[config.mk]
export PLATFORM = sky130hd
export DESIGN_NAME = store_rmw_ctrl_flat
export DESIGN_NICKNAME = d
export VERILOG_FILES = /design/src/rtl/store_rmw_ctrl_if.sv /design/src/rtl/store_rmw_ctrl.sv /design/src/flat_wrapper.sv
export SDC_FILE = /design/constraint.sdc
export NUM_CORES = 1
export LEC_CHECK = 0
export CAP_MARGIN = 40
export CORE_MARGIN = 2
export CORE_UTILIZATION = 45
export DETAILED_ROUTE_END_ITERATION = 8
export PLACE_DENSITY = 0.85
export SYNTH_ARGS = -nofsm -noshare
export SYNTH_HDL_FRONTEND = slang
export SYNTH_SLANG_ARGS = --single-unit
[constraint.sdc]
create_clock -name clk -period 2 [get_ports clk]
set_input_delay 0.4 -clock clk [delete_from_list [all_inputs] [get_ports clk]]
set_output_delay 0.4 -clock clk [all_outputs]
set_load 0.03 [all_outputs]
[src/rtl/store_rmw_ctrl_if.sv]
// ============================================================================
// Module   : store_rmw_ctrl_if
// Purpose  : Bundles the LSU request/response and data-RAM signals of store_rmw_ctrl.
// Revision : 1.0 - initial release
// ============================================================================
`default_nettype none

interface store_rmw_ctrl_if #(
  parameter int DATA_WIDTH = 32,
  parameter int ADDR_WIDTH = 32
);
  logic                  req_valid;
  logic                  req_ready;
  logic                  req_we;
  logic [1:0]            req_size;
  logic                  req_unsigned;
  logic [ADDR_WIDTH-1:0] req_addr;
  logic [DATA_WIDTH-1:0] req_wdata;
  logic                  resp_valid;
  logic                  resp_err;
  logic [DATA_WIDTH-1:0] resp_rdata;
  logic                  mem_en;
  logic                  mem_we;
  logic [ADDR_WIDTH-3:0] mem_addr;
  logic [DATA_WIDTH-1:0] mem_wdata;
  logic [DATA_WIDTH-1:0] mem_rdata;

  // master: the LSU plus the RAM; slave: the sequencer itself
  modport master (
    output req_valid, req_we, req_size, req_unsigned, req_addr, req_wdata, mem_rdata,
    input  req_ready, resp_valid, resp_err, resp_rdata, mem_en, mem_we, mem_addr, mem_wdata
  );

  modport slave (
    input  req_valid, req_we, req_size, req_unsigned, req_addr, req_wdata, mem_rdata,
    output req_ready, resp_valid, resp_err, resp_rdata, mem_en, mem_we, mem_addr, mem_wdata
  );
endinterface

`default_nettype wire

[src/rtl/store_rmw_ctrl.sv]
// ============================================================================
// Module   : store_rmw_ctrl
// Purpose  : Load/store sequencer; sub-word stores are read-modify-write on a word RAM.
// Revision : 1.0 - initial release
// ============================================================================
`default_nettype none

module store_rmw_ctrl #(
  parameter int DATA_WIDTH = 32,
  parameter int ADDR_WIDTH = 32
) (
  input  wire logic           clk,
  input  wire logic           rst_n,
  store_rmw_ctrl_if.slave     bus
);

  localparam logic [1:0] C_SZ_BYTE = 2'b00;
  localparam logic [1:0] C_SZ_HALF = 2'b01;
  localparam logic [1:0] C_SZ_WORD = 2'b10;

  typedef enum logic [2:0] {
    S_IDLE = 3'd0,
    S_RD   = 3'd1,
    S_WAIT = 3'd2,
    S_WR   = 3'd3,
    S_RESP = 3'd4
  } state_t;

  state_t                r_state;
  state_t                w_next;
  logic                  r_we;
  logic [1:0]            r_size;
  logic                  r_unsigned;
  logic [ADDR_WIDTH-1:0] r_addr;
  logic [DATA_WIDTH-1:0] r_wdata;
  logic [DATA_WIDTH-1:0] r_rdata_q;
  logic [DATA_WIDTH-1:0] r_resp_rdata;
  logic                  r_err;

  logic                  w_accept;
  logic                  w_misaligned;
  logic [7:0]            w_byte;
  logic [15:0]           w_half;
  logic [DATA_WIDTH-1:0] w_load;
  logic [DATA_WIDTH-1:0] w_merge;

  assign w_accept     = bus.req_valid && bus.req_ready;
  assign w_misaligned = (bus.req_size == 2'b11) ||
                        (bus.req_size == C_SZ_HALF && bus.req_addr[0]) ||
                        (bus.req_size == C_SZ_WORD && bus.req_addr[1:0] != 2'b00);

  // Lane extraction works on the live RAM output so the result is ready at WAIT->RESP
  always_comb begin
    w_byte = 8'h00;
    case (r_addr[1:0])
      2'd0:    w_byte = bus.mem_rdata[7:0];
      2'd1:    w_byte = bus.mem_rdata[15:8];
      2'd2:    w_byte = bus.mem_rdata[23:16];
      default: w_byte = bus.mem_rdata[31:24];
    endcase
    w_half = r_addr[1] ? bus.mem_rdata[31:16] : bus.mem_rdata[15:0];
    case (r_size)
      C_SZ_BYTE: w_load = {{(DATA_WIDTH-8){~r_unsigned & w_byte[7]}}, w_byte};
      C_SZ_HALF: w_load = {{(DATA_WIDTH-16){~r_unsigned & w_half[15]}}, w_half};
      default:   w_load = bus.mem_rdata;
    endcase
  end

  always_comb begin
    w_merge = r_rdata_q;
    case (r_size)
      C_SZ_BYTE: begin
        case (r_addr[1:0])
          2'd0:    w_merge[7:0]   = r_wdata[7:0];
          2'd1:    w_merge[15:8]  = r_wdata[7:0];
          2'd2:    w_merge[23:16] = r_wdata[7:0];
          default: w_merge[31:24] = r_wdata[7:0];
        endcase
      end
      C_SZ_HALF: begin
        if (r_addr[1]) w_merge[31:16] = r_wdata[15:0];
        else           w_merge[15:0]  = r_wdata[15:0];
      end
      default: w_merge = r_wdata;
    endcase
  end

  always_ff @(posedge clk) begin
    if (!rst_n) begin
      r_state      <= S_IDLE;
      r_we         <= 1'b0;
      r_size       <= 2'b00;
      r_unsigned   <= 1'b0;
      r_addr       <= '0;
      r_wdata      <= '0;
      r_rdata_q    <= '0;
      r_resp_rdata <= '0;
      r_err        <= 1'b0;
    end else begin
      r_state <= w_next;
      if (w_accept) begin
        r_we       <= bus.req_we;
        r_size     <= bus.req_size;
        r_unsigned <= bus.req_unsigned;
        r_addr     <= bus.req_addr;
        r_wdata    <= bus.req_wdata;
        r_err      <= w_misaligned;
      end
      if (r_state == S_WAIT) begin
        r_rdata_q <= bus.mem_rdata;
        if (!r_we) r_resp_rdata <= w_load;
      end
    end
  end

  always_comb begin
    w_next         = r_state;
    bus.req_ready  = 1'b0;
    bus.resp_valid = 1'b0;
    bus.resp_err   = 1'b0;
    bus.mem_en     = 1'b0;
    bus.mem_we     = 1'b0;
    bus.mem_addr   = '0;
    bus.mem_wdata  = '0;
    case (r_state)
      S_IDLE: begin
        // rst_n gates ready so nothing is accepted while reset is held
        bus.req_ready = rst_n;
        if (w_accept) begin
          if (w_misaligned)                          w_next = S_RESP;
          else if (bus.req_we && bus.req_size == C_SZ_WORD) w_next = S_WR;
          else                                       w_next = S_RD;
        end
      end
      S_RD: begin
        bus.mem_en   = 1'b1;
        bus.mem_addr = r_addr[ADDR_WIDTH-1:2];
        w_next       = S_WAIT;
      end
      S_WAIT: begin
        w_next = r_we ? S_WR : S_RESP;
      end
      S_WR: begin
        bus.mem_en    = 1'b1;
        bus.mem_we    = 1'b1;
        bus.mem_addr  = r_addr[ADDR_WIDTH-1:2];
        bus.mem_wdata = w_merge;
        w_next        = S_RESP;
      end
      S_RESP: begin
        bus.resp_valid = 1'b1;
        bus.resp_err   = r_err;
        w_next         = S_IDLE;
      end
      default: w_next = S_IDLE;
    endcase
  end

  assign bus.resp_rdata = r_resp_rdata;

endmodule

`default_nettype wire
[src/flat_wrapper.sv]
// flat-port wrapper written by rule: the top's interface ports become plain ports
module store_rmw_ctrl_flat 
#(
  parameter int DATA_WIDTH = 32,
  parameter int ADDR_WIDTH = 32
)
  (clk, rst_n, bus_req_valid, bus_req_we, bus_req_size, bus_req_unsigned, bus_req_addr, bus_req_wdata, bus_mem_rdata, bus_req_ready, bus_resp_valid, bus_resp_err, bus_resp_rdata, bus_mem_en, bus_mem_we, bus_mem_addr, bus_mem_wdata);
  store_rmw_ctrl_if #(.DATA_WIDTH(DATA_WIDTH), .ADDR_WIDTH(ADDR_WIDTH)) bus_i ();
  input  wire logic clk;
  input  wire logic rst_n;
  input wire logic [$bits(bus_i.req_valid)-1:0] bus_req_valid;
  input wire logic [$bits(bus_i.req_we)-1:0] bus_req_we;
  input wire logic [$bits(bus_i.req_size)-1:0] bus_req_size;
  input wire logic [$bits(bus_i.req_unsigned)-1:0] bus_req_unsigned;
  input wire logic [$bits(bus_i.req_addr)-1:0] bus_req_addr;
  input wire logic [$bits(bus_i.req_wdata)-1:0] bus_req_wdata;
  input wire logic [$bits(bus_i.mem_rdata)-1:0] bus_mem_rdata;
  output wire logic [$bits(bus_i.req_ready)-1:0] bus_req_ready;
  output wire logic [$bits(bus_i.resp_valid)-1:0] bus_resp_valid;
  output wire logic [$bits(bus_i.resp_err)-1:0] bus_resp_err;
  output wire logic [$bits(bus_i.resp_rdata)-1:0] bus_resp_rdata;
  output wire logic [$bits(bus_i.mem_en)-1:0] bus_mem_en;
  output wire logic [$bits(bus_i.mem_we)-1:0] bus_mem_we;
  output wire logic [$bits(bus_i.mem_addr)-1:0] bus_mem_addr;
  output wire logic [$bits(bus_i.mem_wdata)-1:0] bus_mem_wdata;
  assign bus_i.req_valid = bus_req_valid;
  assign bus_i.req_we = bus_req_we;
  assign bus_i.req_size = bus_req_size;
  assign bus_i.req_unsigned = bus_req_unsigned;
  assign bus_i.req_addr = bus_req_addr;
  assign bus_i.req_wdata = bus_req_wdata;
  assign bus_i.mem_rdata = bus_mem_rdata;
  assign bus_req_ready = bus_i.req_ready;
  assign bus_resp_valid = bus_i.resp_valid;
  assign bus_resp_err = bus_i.resp_err;
  assign bus_resp_rdata = bus_i.resp_rdata;
  assign bus_mem_en = bus_i.mem_en;
  assign bus_mem_we = bus_i.mem_we;
  assign bus_mem_addr = bus_i.mem_addr;
  assign bus_mem_wdata = bus_i.mem_wdata;
  store_rmw_ctrl #(.DATA_WIDTH(DATA_WIDTH), .ADDR_WIDTH(ADDR_WIDTH)) u_core (.clk(clk), .rst_n(rst_n), .bus(bus_i));
endmodule
==> results.md, run 1 <==
Outcome:
- The run finished, with violations left.
- The checks that failed: negative setup slack.

Clock tree:
- The number of clock sinks is 136.
- For the worst-skew pair, the clock arrives at the later sink with an insertion delay of 0.43 ns.
- The maximum buffer depth of the clock tree is 2.
- The number of clock buffers added by TritonCTS is 17.
- After clock tree synthesis, the clock-pin slew on the worst setup and hold paths is 0.06 ns.
- In this run the clock root is driven by a sky130_fd_sc_hd__clkbuf_16.
- TritonCTS built the clock tree.
- The H-tree was split into 4 levels.

Synthesis:
- The synthesized design contains 136 register bits.
- Of all flip-flops after synthesis, the portion carrying an async set or reset was 0%.
- The area of the mapped netlist is 0.00650 mm2.
- Each instance of the synthesized netlist takes up on average 7.49 um2.
- The synthesized design contains 0 enable-type register cells.
- Synthesis produced a netlist whose cell count is roughly 870.
- The count of synthesis-stage warnings from yosys is 0.
- The part of the Yosys area used for sequential elements is a little over two fifths.
- The dominant register cell in the synthesized netlist is sky130_fd_sc_hd__dfxtp_1.
- The post-synth net total is 970.
- The number of distinct library cells after synthesis is 41.

Worst setup path:
- The maximum fanout encountered on the critical timing path is 8.
- The worst setup path is captured at an output port.
- The type of the worst setup path is flop to output port.
- Data arrives at the worst endpoint at between 1.5 and 2 ns.
- The depth of the worst register-to-register path is 5.
- For the worst setup path, the data required time is 1.60 ns.
- STA classifies the critical path startpoint as a flop.

Worst hold path:
- Counting instances, the worst hold path has a depth of 2.
- The worst hold path belongs to the class flop to flop.

Route:
- The wire length reported by the detailed router is between 20000 and 30000 um.
- In the final routed layout, each cell accounts on average for 20.5 um.
- The count of vias placed by the detailed router is 7659.
- The post-detailed-route DRC marker count is 0.
- The number of DRC markers after the initial detailed-route iteration is 1104.
- Once detail routing completed, the nets flagged for antenna violations numbered 0.
- Dividing the detail-routed via count by the number of cells gives 6.01.
- The first detailed-routing pass ran for 6 iterations.

Timing:
- The achievable clock frequency is 0.433 GHz.
- Across all setup checks in the final design, the least slack found is -0.312 ns.
- The slew at the pin closest to its max-slew limit is 0.585 ns.
- The period utilization is 116%.
- Setup repair after global routing could not meet its margin everywhere.
- On the final layout, the worst clock skew is between 0.005 and 0.006 ns.
- The total setup violations reported at the end of the flow is 32.
- The tightest hold margin is 0.448 ns.
- The number of failing hold endpoints at the final stage was 0.
- The final-report max-slew violation count came to 0.
- The worst slew margin relative to its limit is 60.5%.
- Counting I/O delays and the setup requirement, the final critical path takes 2.31 ns.

Placed design:
- The placed wire-length estimate is about 15000 um.
- The number of placed instances, taps included, is roughly 1200.
- Timing analysis after detailed placement gives a worst setup slack of -0.0510 ns.
- The final weighted congestion in routability-driven placement is 0.945.
- The number of buffers inserted by port buffering is 201.

Layout:
- The sequential cells in the finished layout cover a total of 0.00274 mm2.
- 0 antenna diodes ended up in the layout.
- The layout overhead on the synthesized area is 64.8%.
- The net count reported at finish is 1185.
- In the final layout, the multi-input gates occupy 0.00418 mm2.
- The count of filler cells inserted in the layout is ~890.
- The proportion of layout cells with a drive suffix above 1 is between 20% and 30%.
- The non-filler instance count after layout is 1275.

Floorplanning:
- The initialized floorplan defines 43 standard-cell rows.
- The core box area is around 0.014 mm2.
- The die is 124 um wide.
- The die covers 0.0154 mm2.
- In this run the count of I/O pins placed on the die edge is 202.
- The die is 124 um tall.
- Once the floorplan was initialized, standard cells occupied about 46% of the core.

Global routing:
- Entering global routing, the biggest net connects 91 pins.
- The number of global-route vias before repair came to 7058.
- The first global-routing pass estimated 37600 um of wire.
- For this run the aggregate overflow at the end of global routing stands at 0.
- For this run, the total global-route usage over all layers was measured as 31.8%.
- The initial antenna violation count was 1.

Power:
- The peak ir drop on the vdd network is 560 uV.
- The design draws between 8 and 9 mW.
- The cell area power density is 781 mW/mm2.
- The static leakage power is 4.38 nW.

Run:
- Across the run, the number of max-cap violations was 0.
Yosys cell counts (2+ instances only):
cell | count | area (um2)
sky130_fd_sc_hd__a21boi_0 | 34 | 255
sky130_fd_sc_hd__a21oi_1 | 35 | 175
sky130_fd_sc_hd__a21oi_2 | 10 | 87.6
sky130_fd_sc_hd__a221oi_1 | 8 | 70.1
sky130_fd_sc_hd__a22o_1 | 23 | 201
sky130_fd_sc_hd__a22oi_1 | 16 | 120
sky130_fd_sc_hd__a311oi_1 | 8 | 70.1
sky130_fd_sc_hd__a31oi_1 | 6 | 37.5
sky130_fd_sc_hd__and2_1 | 2 | 12.5
sky130_fd_sc_hd__and3_1 | 38 | 238
sky130_fd_sc_hd__buf_1 | 7 | 26.3
sky130_fd_sc_hd__buf_2 | 19 | 95.1
sky130_fd_sc_hd__buf_4 | 3 | 22.5
sky130_fd_sc_hd__clkbuf_1 | 47 | 176
sky130_fd_sc_hd__dfxtp_1 | 136 | 2720
sky130_fd_sc_hd__inv_1 | 6 | 22.5
sky130_fd_sc_hd__mux2_2 | 10 | 113
sky130_fd_sc_hd__mux2i_1 | 9 | 90.1
sky130_fd_sc_hd__nand2_1 | 264 | 991
sky130_fd_sc_hd__nand2b_1 | 4 | 25.0
sky130_fd_sc_hd__nand3_1 | 78 | 390
sky130_fd_sc_hd__nor2_1 | 32 | 120
sky130_fd_sc_hd__nor2b_1 | 2 | 12.5
sky130_fd_sc_hd__nor3_1 | 11 | 55.1
sky130_fd_sc_hd__nor4_1 | 2 | 12.5
sky130_fd_sc_hd__nor4b_1 | 2 | 17.5
sky130_fd_sc_hd__o2111ai_1 | 2 | 17.5
sky130_fd_sc_hd__o21ai_0 | 40 | 200
state kept, by name, indices dropped and copies added (netlist names):
register,cells
u_core.r_we,1
u_core.r_rdata_q,32
u_core.r_state,3
u_core.r_unsigned,1
u_core.r_addr,32
u_core.r_size,2
u_core.r_wdata,32
u_core.bus.resp_rdata,32
u_core.r_err,1
metal layers:
layer | vias up | wire (um) | GRT usage [%]
met1 | 3547 | 9750 | 38.8
met4 | 2 | 1450 | 16.6
met5 | - | 10 | 0
met2 | 541 | 12300 | 50.2
met3 | 144 | 2700 | 10.0
li1 | 3425 | - | -
area by class of cell:
cell class | count | share of cell area (%)
multi-input combinational | 648 | 39.1
timing repair buffer | 272 | 26.3
sequential | 136 | 25.6
clock buffer | 19 | 4.23
clock inverter | 13 | 2.31
tap | 180 | 2.10
inverter | 7 | 0.327
placed cells by master (no fill, tap or decap), drive strengths merged, types with 2 or more instances in the layout:
master         Yosys  final
a21boi            34     34
a21oi             45     45
a221oi             8      8
a22o              23     23
a22oi             16     16
a311oi             8      8
a31oi              6      6
and2               2      2
and3              38     38
buf               30    136
bufinv             0      7
clkbuf            47     20
clkdlybuf4s50      0    133
clkinv             1      5
clkinvlp           0      3
dfxtp            136    136
inv                6      5
mux2              10     10
mux2i              9      9
nand2            264    265
nand2b             4      4
nand3             78     78
nor2              32     32
nor2b              2      2
nor3              12     12
nor4               2      2
nor4b              3      3
o2111ai            2      2
o21ai             42     42
critical path: stages, from the launching register on:
cell and delay, ns:
sky130_fd_sc_hd__dfxtp_4 0.39, sky130_fd_sc_hd__buf_6 0.12, sky130_fd_sc_hd__nand2b_4 0.08, sky130_fd_sc_hd__buf_12 0.14, sky130_fd_sc_hd__nand2_8 0.13, sky130_fd_sc_hd__nand2_2 0.09
sky130_fd_sc_hd__a311oi_4 0.35, sky130_fd_sc_hd__buf_12 0.17
metrics by stage:
stage | setup TNS [ns] | cell area [um2] | utilization [%]
6_report | -7.52 | 10700 | 76.5
5_1_grt | -8.59 | 10700 | 76.5
4_1_cts | -5.87 | 10400 | 74.1
3_5_place_dp | -0.0668 | 9050 | 64.7
3_3_place_gp | -0.0307 | 9050 | 64.7
2_1_floorplan | -0.766 | 6750 | -
power breakdown:
group,switching [mW],internal [mW],leakage [nW]
clock,1.22,2.52,0.335
sequential,0.164,2.87,1.11
combinational,0.861,0.719,2.93
total,2.25,6.11,4.38
worst paths after layout:
kind	startpoint	to	slack [ns]
worst max register to register	u_core.r_state[1]	u_core.bus.resp_rdata[6]	0.07
worst min-delay path	u_core.r_addr[19]	u_core.r_addr[19]	0.45
worst min register to register	u_core.r_addr[19]	u_core.r_addr[19]	0.45
worst max-delay path	u_core.r_addr[0]	bus_mem_wdata[22]	-0.31
cell families (layout without fill, tap and decap cells):
logic type / count (synthesis) / count (layout) / share of synthesized area [%]
compound gates: 189 / 189 / 19.9
buf+inv: 84 / 311 / 5.51
flops: 136 / 136 / 41.9
mux: 19 / 19 / 3.12
simple gates: 439 / 440 / 29.6
timing repair:
| item | CTS | global route |
|---|---|---|
| setup buffers | 11 | 8 |
| resized for setup | 112 | 52 |
| gates cloned | 3 | 1 |
| hold buffers | 0 | 0 |
| endpoints found under the setup margin | 36 | 37 |
| pin swaps | 46 | 40 |
Note: power is estimated with default switching activity, not from simulation.
==> run 2: changes to the inputs <==
==> constraint.sdc (replaced) <==
create_clock -name clk -period 2 [get_ports clk]
set_input_delay 0.6 -clock clk [delete_from_list [all_inputs] [get_ports clk]]
set_output_delay 0.6 -clock clk [all_outputs]
set_load 0.03 [all_outputs]
==> run 2 against run 1 <==
Compared with the run above: the flow still finishes with violations (negative setup slack); worst hold slack improved by 0.0063 ns; routed wire length grew 15%; via count up 8.4%; clock skew is essentially flat; sequential power is essentially flat; largest cell class unchanged; largest power group unchanged; highest routed layer is now met4.
==> results.md, run 2 (synthesis results as in run 1) <==
Timing:
- The achievable clock frequency came to 0.390 GHz (-9.9%).
- Setup repair after global routing could not meet its margin everywhere.
- The final-report max-slew violation count was 0 (unchanged).
- The total setup violations reported at the end of the flow was 66 (+110%).
- The period utilization was 128% (+13 points).
- The final worst slack came to -0.566 ns (-0.254 ns).
- The summed negative setup slack over all endpoints is -18.26 ns (-10.74 ns).
- The worst slew margin relative to its limit is 64.5% (+4.0 points).
- The shortest clock period the worst path allows after layout was 2.57 ns (+0.254 ns).
- The slew at the pin closest to its max-slew limit was 0.533 ns (-0.0523 ns).
- The number of failing hold endpoints at the final stage was 0 (unchanged).
- The clock skew is 0.00602 ns (+0.000461 ns).

Worst setup path:
- The signal on the critical path passes through buf_6, buf_8, nand2b_4, buf_12, nand3_4, a311oi_4, buf_12.
- The data arrival at the endpoint of the critical path is 1.97 ns (+0.06 ns).
- The required arrival time at the worst endpoint is 1.40 ns (-0.20 ns).
- The cell that appears most often on the critical path is sky130_fd_sc_hd__buf_12.
- The critical path's top delay family is buffers and inverters.
- The worst stage delay on the critical path is 0.37 ns (-0.02 ns).
- The maximum fanout encountered on the critical timing path came to 5 (-3).
- The startpoint class of the critical path is a flop.
- The type of element capturing the critical path is an output port.
- The slowest library cell on the worst path is sky130_fd_sc_hd__a311oi_4.
- The count of buffering cells on the critical path with inverters included came to 4 (+1).
- The worst setup path is of the flop to output port kind.

Clock tree:
- The maximum buffer depth of the clock tree was 2 (unchanged).
- The root buffer cell chosen for the clock tree is sky130_fd_sc_hd__clkbuf_16.
- The H-tree depth is 4 (unchanged).
- The clock insertion delay at the later pin of the skew report is 0.44 ns (about the same).
- The CTS tree is yes.
- The clock-pin slew reported for the worst setup and hold paths after clock tree synthesis is 0.06 ns (about the same).
- The count of hold-fix buffers inserted at cts is 0 (unchanged).
- The number of clock buffers inserted by TritonCTS is 17 (unchanged).
- The number of clock sinks is 136 (unchanged).

Placed design:
- The final weighted congestion in routability-driven placement is 0.919 (-2.7%).
- The pre-CTS worst setup slack is -0.517 ns (-0.466 ns).
- The number of cells after detailed placement came to 1268 (+3.5%).
- The placed wire-length estimate is 16600 um (+8.9%).
- The number of buffers inserted by port buffering is 201 (unchanged).

Power:
- The peak ir drop on the vdd network is 659 uV (+18%).
- The clock network fraction of design power was 41.1% (-3.7 points).
- The sequential cell fraction of total power is 36.5% (+0.2 points).
- The net switching component of the power came to 2.45 mW (+8.8%).
- The cell-internal power is 5.83 mW (-4.7%).
- The static leakage power is 4.77 nW (+8.8%).
- The part of the power in combinational logic is 22.5% (+3.6 points).
- The net switching share of the total power is 29.6% (+2.7 points).
- The cell area power density came to 714 mW/mm2 (-8.6%).

Route:
- The number of DRC markers after the initial detailed-route iteration was 1188 (+7.6%).
- The count of vias placed by the detailed router was 8300 (+8.4%).
- The wire length reported by the detailed router is 30200 um (+15%).
- The average vias per placed instance was 6.20 (+3.2%).
- The post-detailed-route DRC marker count is 0 (unchanged).
- The number of detailed-route iterations in the first pass was 7 (+1).
- The average wire per standard cell is 22.5 um (+9.9%).
- The antenna violation net count after detailed routing is 0 (unchanged).

Worst hold path:
- The path category of the worst min-delay check is flop to flop.

Layout:
- The final standard cell utilization of the core was 82.8% (+6.3 points).
- The net count reported at finish is 1249 (+5.4%).
- The most common library cell in the layout ignoring fill and taps is sky130_fd_sc_hd__nand2_1.
- Leaving out fill and tap cells, the most frequent cells in the layout are sky130_fd_sc_hd__nand2_1 (252), sky130_fd_sc_hd__dfxtp_1 (129), sky130_fd_sc_hd__clkdlybuf4s50_1 (101).
- The non-filler instance count after layout was 1339 (+5.0%).
- Compared with the post-synthesis result, the final layout area differs by 78.3%.
- The number of diodes added for antenna fixing came to 0 (unchanged).
- The proportion of layout cells with a drive suffix above 1 was 33.2% (+6.6 points).

Global routing:
- The pin count of the biggest net entering global routing is 128 (+41%).
- The global route total overflow is 0 (unchanged).
- The overall track demand over capacity in global routing is 36.5% (+4.7 points).
- The initial antenna violation count is 0 (-1).
- The wire length of the first global-routing pass is 42700 um (+13%).
- The number of global-route vias before repair is 7981 (+13%).

Floorplanning:
- The horizontal extent of the die is 124 um (unchanged).
- The vertical die dimension is 124 um (unchanged).
- The die outline area is 0.0154 mm2 (unchanged).
- The placement row count was 43 (unchanged).
- The core box area came to 0.0140 mm2 (unchanged).
- The top-level port count is 202 (unchanged).
- The initial core utilization is 46.4% (unchanged).

Outcome:
- The final reports fail on negative setup slack.
- The flow ran to the end, but the final reports show violations.

Run:
- The number of maximum-capacitance constraint violations came to 0 (unchanged).
[run 2: changes by cell type in the layout (fill, tap and decap cells not counted), moves of 10 or more]
cell / delta
sky130_fd_sc_hd__and3_1: -31
sky130_fd_sc_hd__and3_4: +31
sky130_fd_sc_hd__buf_12: +13
sky130_fd_sc_hd__buf_4: +10
sky130_fd_sc_hd__buf_6: +38
sky130_fd_sc_hd__clkdlybuf4s50_1: -32
sky130_fd_sc_hd__dlygate4sd2_1: +32
sky130_fd_sc_hd__nand2_1: +11
[run 2: power groups by stage]
stage / clock network, mW / logic, mW / registers [mW]
after floorplan: 0 / 0.703 / 3.05
after global placement: 0 / 1.41 / 3.03
after detailed placement: 0 / 1.43 / 3.03
after CTS: 3.37 / 1.67 / 2.99
after global routing: 3.48 / 1.94 / 3.02
final: 3.40 / 1.86 / 3.02
[run 2: tightest hold or removal path, stage by stage (launching register included)]
cell and delay [ns]:
sky130_fd_sc_hd__dfxtp_1 0.31, sky130_fd_sc_hd__nand3_1 0.06, sky130_fd_sc_hd__nand2_1 0.04
[run 2: through the flow]
stage | area (um2) | hold WS [ns] | total power, mW
after detailed placement | 9680 | 0.440 | 4.47
final | 11600 | 0.454 | 8.27
after global routing | 11600 | 0.475 | 8.44
after CTS | 11300 | 0.451 | 8.03
after floorplan | 6940 | 0.430 | 3.75
after global placement | 9680 | 0.437 | 4.43
[run 2: routing by layer]
layer  vias up  share of wire (%)  global-route usage, %  routed length (um)
met5         -                  0                      0                   0
li1       3556                  -                      -                   -
met2       623                 49                   63.0               14600
met4         0                6.2                   19.2                1880
met3       182                 10                   11.4                3100
met1      3939                 35                   40.1               10600
[run 2: repair_timing]
item,in CTS,in global routing
gates cloned,5,2
setup endpoints to repair,97,78
pin swaps,54,11
buffers inserted,30,14
resized for setup,258,43
[run 2: path summary, 6_finish.rpt]
check        slack, ns              from  depth (start not counted)                  endpoint
min               0.45  u_core.r_addr[4]                          2          u_core.r_addr[4]
max              -0.57  u_core.r_addr[0]                          7         bus_mem_wdata[22]
max reg2reg      -0.08  u_core.r_addr[1]                          7  u_core.bus.resp_rdata[7]
min reg2reg       0.45  u_core.r_addr[4]                          2          u_core.r_addr[4]
[run 2: layout make-up]
cell class / count / area, um2
clock buffers: 18 / 429
clock inverters: 14 / 199
fillers: 778 / 2400
inverters: 7 / 55.1
multi-input cells: 649 / 4350
flip-flops and latches: 136 / 2740
well taps: 180 / 225
repair buffers: 335 / 3580
